**src/rtl/adc_spi_resp_if.sv**
```systemverilog
// SPI slave-side bundle of the A2D responder: serial lines plus the client-side
// conversion/channel handshake.
interface adc_spi_resp_if;
    logic        SS_n;
    logic        SCLK;
    logic        MOSI;
    logic        MISO;
    logic [11:0] rd_data;
    logic [2:0]  chnnl;
    logic        cmd_vld;
    logic        frm_err;

    modport slave (
        input  SS_n, SCLK, MOSI, rd_data,
        output MISO, chnnl, cmd_vld, frm_err
    );

    modport master (
        output SS_n, SCLK, MOSI, rd_data,
        input  MISO, chnnl, cmd_vld, frm_err
    );
endinterface

```
**src/rtl/adc_spi_resp.sv**
```systemverilog
// ADC128S-style SPI responder: receives a 16-bit command frame, latches the channel,
// and returns the conversion value for the channel requested in the previous frame.
module adc_spi_resp (
    input  logic          clk,
    input  logic          rst,
    adc_spi_resp_if.slave bus
);

    localparam logic [4:0] FRAME_BITS = 5'd16;

    typedef enum logic [1:0] {IDLE, LOAD, SHIFT} state_t;

    state_t      r_state, w_state_nxt;

    logic        r_ss_ff1, r_ss_ff2, r_ss_ff3;
    logic        r_sclk_ff1, r_sclk_ff2, r_sclk_ff3;
    logic        r_mosi_ff1, r_mosi_ff2;
    logic [1:0]  r_settle;

    // Only bits [13:11] of the command are ever used, so the upper two are not kept.
    logic [13:0] r_rx_shft;
    logic [15:0] r_tx_shft;
    logic [4:0]  r_bit_cnt;
    logic [2:0]  r_chnnl;
    logic        r_cmd_vld, r_frm_err;

    logic        w_ss_fall, w_ss_rise, w_sclk_rise, w_sclk_fall;
    logic        w_load, w_done_ok, w_done_err;

    always_ff @(posedge clk) begin
        if (rst) begin
            r_ss_ff1   <= 1'b1;
            r_ss_ff2   <= 1'b1;
            r_ss_ff3   <= 1'b1;
            r_sclk_ff1 <= 1'b1;
            r_sclk_ff2 <= 1'b1;
            r_sclk_ff3 <= 1'b1;
            r_mosi_ff1 <= 1'b0;
            r_mosi_ff2 <= 1'b0;
            r_settle   <= 2'd0;
        end else begin
            r_ss_ff1   <= bus.SS_n;
            r_ss_ff2   <= r_ss_ff1;
            r_ss_ff3   <= r_ss_ff2;
            r_sclk_ff1 <= bus.SCLK;
            r_sclk_ff2 <= r_sclk_ff1;
            r_sclk_ff3 <= r_sclk_ff2;
            r_mosi_ff1 <= bus.MOSI;
            r_mosi_ff2 <= r_mosi_ff1;
            if (r_settle != 2'd3)
                r_settle <= r_settle + 2'd1;
        end
    end

    // A start is only trusted once the SS_n chain holds real samples, so SS_n held
    // low across reset release does not fake a falling edge.
    assign w_ss_fall   = (r_settle == 2'd3) & r_ss_ff3 & ~r_ss_ff2;
    assign w_ss_rise   = ~r_ss_ff3 & r_ss_ff2;
    assign w_sclk_rise = ~r_sclk_ff3 & r_sclk_ff2;
    assign w_sclk_fall = r_sclk_ff3 & ~r_sclk_ff2;

    always_ff @(posedge clk) begin
        if (rst)
            r_state <= IDLE;
        else
            r_state <= w_state_nxt;
    end

    always_comb begin
        w_state_nxt = r_state;
        w_load      = 1'b0;
        w_done_ok   = 1'b0;
        w_done_err  = 1'b0;
        case (r_state)
            IDLE: begin
                if (w_ss_fall)
                    w_state_nxt = LOAD;
            end
            LOAD: begin
                w_load      = 1'b1;
                w_state_nxt = SHIFT;
            end
            SHIFT: begin
                if (w_ss_rise) begin
                    w_state_nxt = IDLE;
                    if (r_bit_cnt == FRAME_BITS)
                        w_done_ok = 1'b1;
                    else
                        w_done_err = 1'b1;
                end
            end
            default: w_state_nxt = IDLE;
        endcase
    end

    always_ff @(posedge clk) begin
        if (rst) begin
            r_tx_shft <= 16'd0;
            r_rx_shft <= 14'd0;
            r_bit_cnt <= 5'd0;
            r_chnnl   <= 3'd0;
            r_cmd_vld <= 1'b0;
            r_frm_err <= 1'b0;
        end else begin
            r_cmd_vld <= w_done_ok;
            r_frm_err <= w_done_err;
            if (w_done_ok)
                r_chnnl <= r_rx_shft[13:11];
            if (w_load) begin
                r_tx_shft <= {4'b0000, bus.rd_data};
                r_bit_cnt <= 5'd0;
            end else if (r_state == SHIFT) begin
                if (w_sclk_rise && (r_bit_cnt != FRAME_BITS)) begin
                    r_rx_shft <= {r_rx_shft[12:0], r_mosi_ff2};
                    r_bit_cnt <= r_bit_cnt + 5'd1;
                end
                // The first falling edge precedes bit 1, and after bit 16 the word is spent.
                if (w_sclk_fall && (r_bit_cnt != 5'd0) && (r_bit_cnt != FRAME_BITS))
                    r_tx_shft <= {r_tx_shft[14:0], 1'b0};
            end
        end
    end

    assign bus.MISO    = ~r_ss_ff2 & r_tx_shft[15];
    assign bus.chnnl   = r_chnnl;
    assign bus.cmd_vld = r_cmd_vld;
    assign bus.frm_err = r_frm_err;

endmodule
```
**src/flat_wrapper.sv**
```systemverilog
// flat-port wrapper written by rule: the top's interface ports become plain ports
module adc_spi_resp_flat 
  (clk, rst, bus_SS_n, bus_SCLK, bus_MOSI, bus_rd_data, bus_MISO, bus_chnnl, bus_cmd_vld, bus_frm_err);
  adc_spi_resp_if bus_i ();
  input  logic clk;
  input  logic rst;
  input wire logic [$bits(bus_i.SS_n)-1:0] bus_SS_n;
  input wire logic [$bits(bus_i.SCLK)-1:0] bus_SCLK;
  input wire logic [$bits(bus_i.MOSI)-1:0] bus_MOSI;
  input wire logic [$bits(bus_i.rd_data)-1:0] bus_rd_data;
  output wire logic [$bits(bus_i.MISO)-1:0] bus_MISO;
  output wire logic [$bits(bus_i.chnnl)-1:0] bus_chnnl;
  output wire logic [$bits(bus_i.cmd_vld)-1:0] bus_cmd_vld;
  output wire logic [$bits(bus_i.frm_err)-1:0] bus_frm_err;
  assign bus_i.SS_n = bus_SS_n;
  assign bus_i.SCLK = bus_SCLK;
  assign bus_i.MOSI = bus_MOSI;
  assign bus_i.rd_data = bus_rd_data;
  assign bus_MISO = bus_i.MISO;
  assign bus_chnnl = bus_i.chnnl;
  assign bus_cmd_vld = bus_i.cmd_vld;
  assign bus_frm_err = bus_i.frm_err;
  adc_spi_resp u_core (.clk(clk), .rst(rst), .bus(bus_i));
endmodule
```
**config.mk**
```make
export PLATFORM = sky130hd
export DESIGN_NAME = adc_spi_resp_flat
export DESIGN_NICKNAME = d
export VERILOG_FILES = /design/src/rtl/adc_spi_resp_if.sv /design/src/rtl/adc_spi_resp.sv /design/src/flat_wrapper.sv
export SDC_FILE = /design/constraint.sdc
export NUM_CORES = 1
export LEC_CHECK = 0
export CORE_UTILIZATION = 49
export DETAILED_ROUTE_END_ITERATION = 10
export PLACE_DENSITY = 0.84
export SLEW_MARGIN = 25
export SYNTH_ARGS = -nofsm -noshare
export SYNTH_HDL_FRONTEND = slang
export SYNTH_SLANG_ARGS = --single-unit
```
**constraint.sdc**
```tcl
create_clock -name clk -period 1.7 [get_ports clk]
set_clock_uncertainty 0.05 [all_clocks]
set_input_delay 0.34 -clock clk [delete_from_list [all_inputs] [get_ports clk]]
set_output_delay 0.34 -clock clk [all_outputs]
set_load 0.005 [all_outputs]
```
==> results.yml <==
grt:
  globalRouteOverflowTotal: 0
  grt_pass1_wl_um: 5760
  antenna_found_initial: 0
  grt_usage: 0.175
  grt_max_degree: 24
  grt_pass1_vias: 1346
place:
  numPortBuffers: 22
  dp.cells: 274
  gp_congestion: 0.772
  dp_slack_ns: 0.100
  hpwl_um: 2350
  place_area_um2: 2390
setup_path:
  critPathKind: "flop to flop"
  worst_path_max_delay_cell: "dfxtp_1"
  required_ns: 1.87
  r2r_end: "u_core.r_tx_shft[5]"
  crit_family: "compound AO/OA/AOI/OAI gates"
  cp_data_arrival_time_ns: 1.85
  r2r-start: "u_core.r_state[1]"
  reg2regPathDepth: 7
  critPathLaunchType: "flop"
  end_kind: "flop"
  critPathMaxStageDelay_ns: 0.35
  endpoint: "u_core.r_tx_shft[5]"
  cp.depth: 7
  crit_chain: "inv_1, ha_4, nand3b_1, o21ai_4, buf_12, nor2_1, a211oi_1"
  critPathMaxFanout: 11
  cp_num_buf_inv: 2
  critPathLaunch: "u_core.r_state[1]"
  r2r_slack_ns: 0.02
synth:
  syn-num-nets: 228
  syn_area_per_cell_um2: 10.2
  synthCells: 205
  synth_cell_type_count: 33
  ys_ff_latch: 52
  ys_seq_area_frac: 0.500
  synth_area_um2: 2080
  yosysWarnings: 0
min_path:
  min_path_type: "flop to flop"
sta:
  fmax_mhz: 594
  slew_headroom: 0.762
  finalWorstSetupSlack_ns: 0.0173
  worst_pin_slew_ns: 0.351
  finalMaxSlewViolations: 0
  hold_violations: 0
  rsz0062_at_grt: "yes"
  setup_violations: 0
  hold_slack_ns: 0.353
  final.min_clock_period_ns: 1.68
  finalCritPeriodShare: 0.990
pwr:
  total_power_mw: 2.08
  power-per-cell-area_nw_per_um2: 808
  p_leak_nw: 0.994
  worst_ir_drop_vdd_mv: 0.607
clock_tree:
  cts.htree.levels: 2
  clock_sinks: 52
  insertion_delay_ns: 0.31
  clockRootBuffer: "clkbuf_8"
  cts.clk_slew.worst_paths_ns: 0.09
  clock_path_buffers: 2
  cts_tree: "done"
  numCtsBuffers: 5
cells_and_area:
  final_cell_mix: "dfxtp_1, nor2_1, mux2i_1, clkdlybuf4s50_1, buf_4"
  layout_commonest_cell: "dfxtp_1"
  syn2layout_area_growth_pct: 23.7
  drive_gt1_frac: 0.179
  design.final.nets: 256
  n_antenna_cell: 0
  fin_cells: 284
  final_area_um2: 2580
route:
  wl_per_cell_um: 13.1
  route.detailed.drc: 0
  via_count: 1458
  ant_nets: 0
  vias_per_cell: 5.13
  drt-total-wl_um: 3720
  drt_iter0_drc: 62
  dr.pass1.iters: 4
status:
  status: "completed"
floorplan:
  die-area_um2: 4520
  std_cell_rows: 23
  die_h_um: 67.2
  design.core.area_um2: 4030
  initial_core_util: 0.517
  ios: 23
  die_w_um: 67.2
run:
  drv_cap: 0
sequential cells by signal, summed over array words and instances, names as in the netlist, 2 cells and up:
| signal | count |
|---|---|
| u_core.r_state | 2 |
| u_core.r_settle | 2 |
| u_core.r_tx_shft | 16 |
| u_core.bus.chnnl | 3 |
| u_core.r_bit_cnt | 5 |
| u_core.r_rx_shft | 14 |
final cells by class:
cell class	count	area, µm²
fillers	344	1450
flip-flops and latches	52	1040
multi-input cells	135	1000
repair buffers	35	359
clock buffers	6	82.6
well taps	50	62.6
inverters	4	15.0
clock inverters	2	10.0
cells in the mapped netlist, drive strengths merged:
| cell | instances | area [µm²] |
|---|---|---|
| and2 | 1 | 6.26 |
| nor3 | 2 | 10.0 |
| nor2b | 4 | 25.0 |
| buf | 7 | 51.3 |
| nor4bb | 2 | 20.0 |
| a211oi | 11 | 82.6 |
| xnor2 | 1 | 8.76 |
| nand3 | 2 | 10.0 |
| dfxtp | 52 | 1040 |
| xor2 | 4 | 35.0 |
| or2 | 7 | 43.8 |
| nor3b | 2 | 20.0 |
| nand4 | 2 | 12.5 |
| o21ai | 5 | 28.8 |
| a21oi | 5 | 25.0 |
| and3b | 1 | 8.76 |
| o211ai | 1 | 7.51 |
| nor2 | 38 | 143 |
| nand2b | 1 | 6.26 |
| mux2i | 31 | 310 |
| ha | 6 | 75.1 |
| nand2 | 4 | 15.0 |
| o41ai | 1 | 8.76 |
| clkbuf | 7 | 27.5 |
| nand4bb | 1 | 11.3 |
| nand3b | 3 | 35.0 |
| inv | 4 | 15.0 |
worst min-delay path by stage:
stage | slack, ns | startpoint | to | cells past startpoint
5_1_grt | 0.37 | u_core.r_sclk_ff1 | u_core.r_sclk_ff2 | 1
4_1_cts | 0.35 | u_core.r_sclk_ff1 | u_core.r_sclk_ff2 | 1
6_report | 0.35 | u_core.r_sclk_ff1 | u_core.r_sclk_ff2 | 1
2_1_floorplan | 0.34 | u_core.r_sclk_ff1 | u_core.r_sclk_ff2 | 1
3_5_place_dp | 0.34 | u_core.r_sclk_ff1 | u_core.r_sclk_ff2 | 1
3_3_place_gp | 0.34 | u_core.r_ss_ff1 | u_core.r_ss_ff2 | 1
kinds of logic after synthesis:
| family | after synthesis | share of synthesized area |
|---|---|---|
| compound gates | 23 | 0.0733 |
| buf+inv | 18 | 0.0450 |
| mux | 31 | 0.149 |
| flops | 52 | 0.500 |
| fa+ha+maj | 6 | 0.0360 |
| xor+xnor | 5 | 0.0210 |
| simple gates | 70 | 0.176 |
metrics by stage:
step | setup TNS, ns | utilization
2_1_floorplan | 0 | -
3_3_place_gp | 0 | 0.594
3_5_place_dp | 0 | 0.594
4_1_cts | 0 | 0.617
5_1_grt | -0.708 | 0.639
6_report | 0 | 0.639
where the power goes:
group / internal [mW] / switching, mW
sequential: 1.24 / 0.0118
clock: 0.325 / 0.393
combinational: 0.0681 / 0.0465
total: 1.63 / 0.451
per-layer routing:
layer,wire length (µm),up-vias,track usage
met5,0,-,0
met4,59,0,0.0984
met3,153,7,0.0422
met2,1840,23,0.294
met1,1660,677,0.201
li1,-,751,-
timing repair:
action,CTS,global route
buffers inserted,0,1
resized for setup,2,12
pin swaps,0,3
hold buffers,0,0
setup endpoints to repair,1,21
gates cloned,0,1
Power figures use the tool's default switching activity.
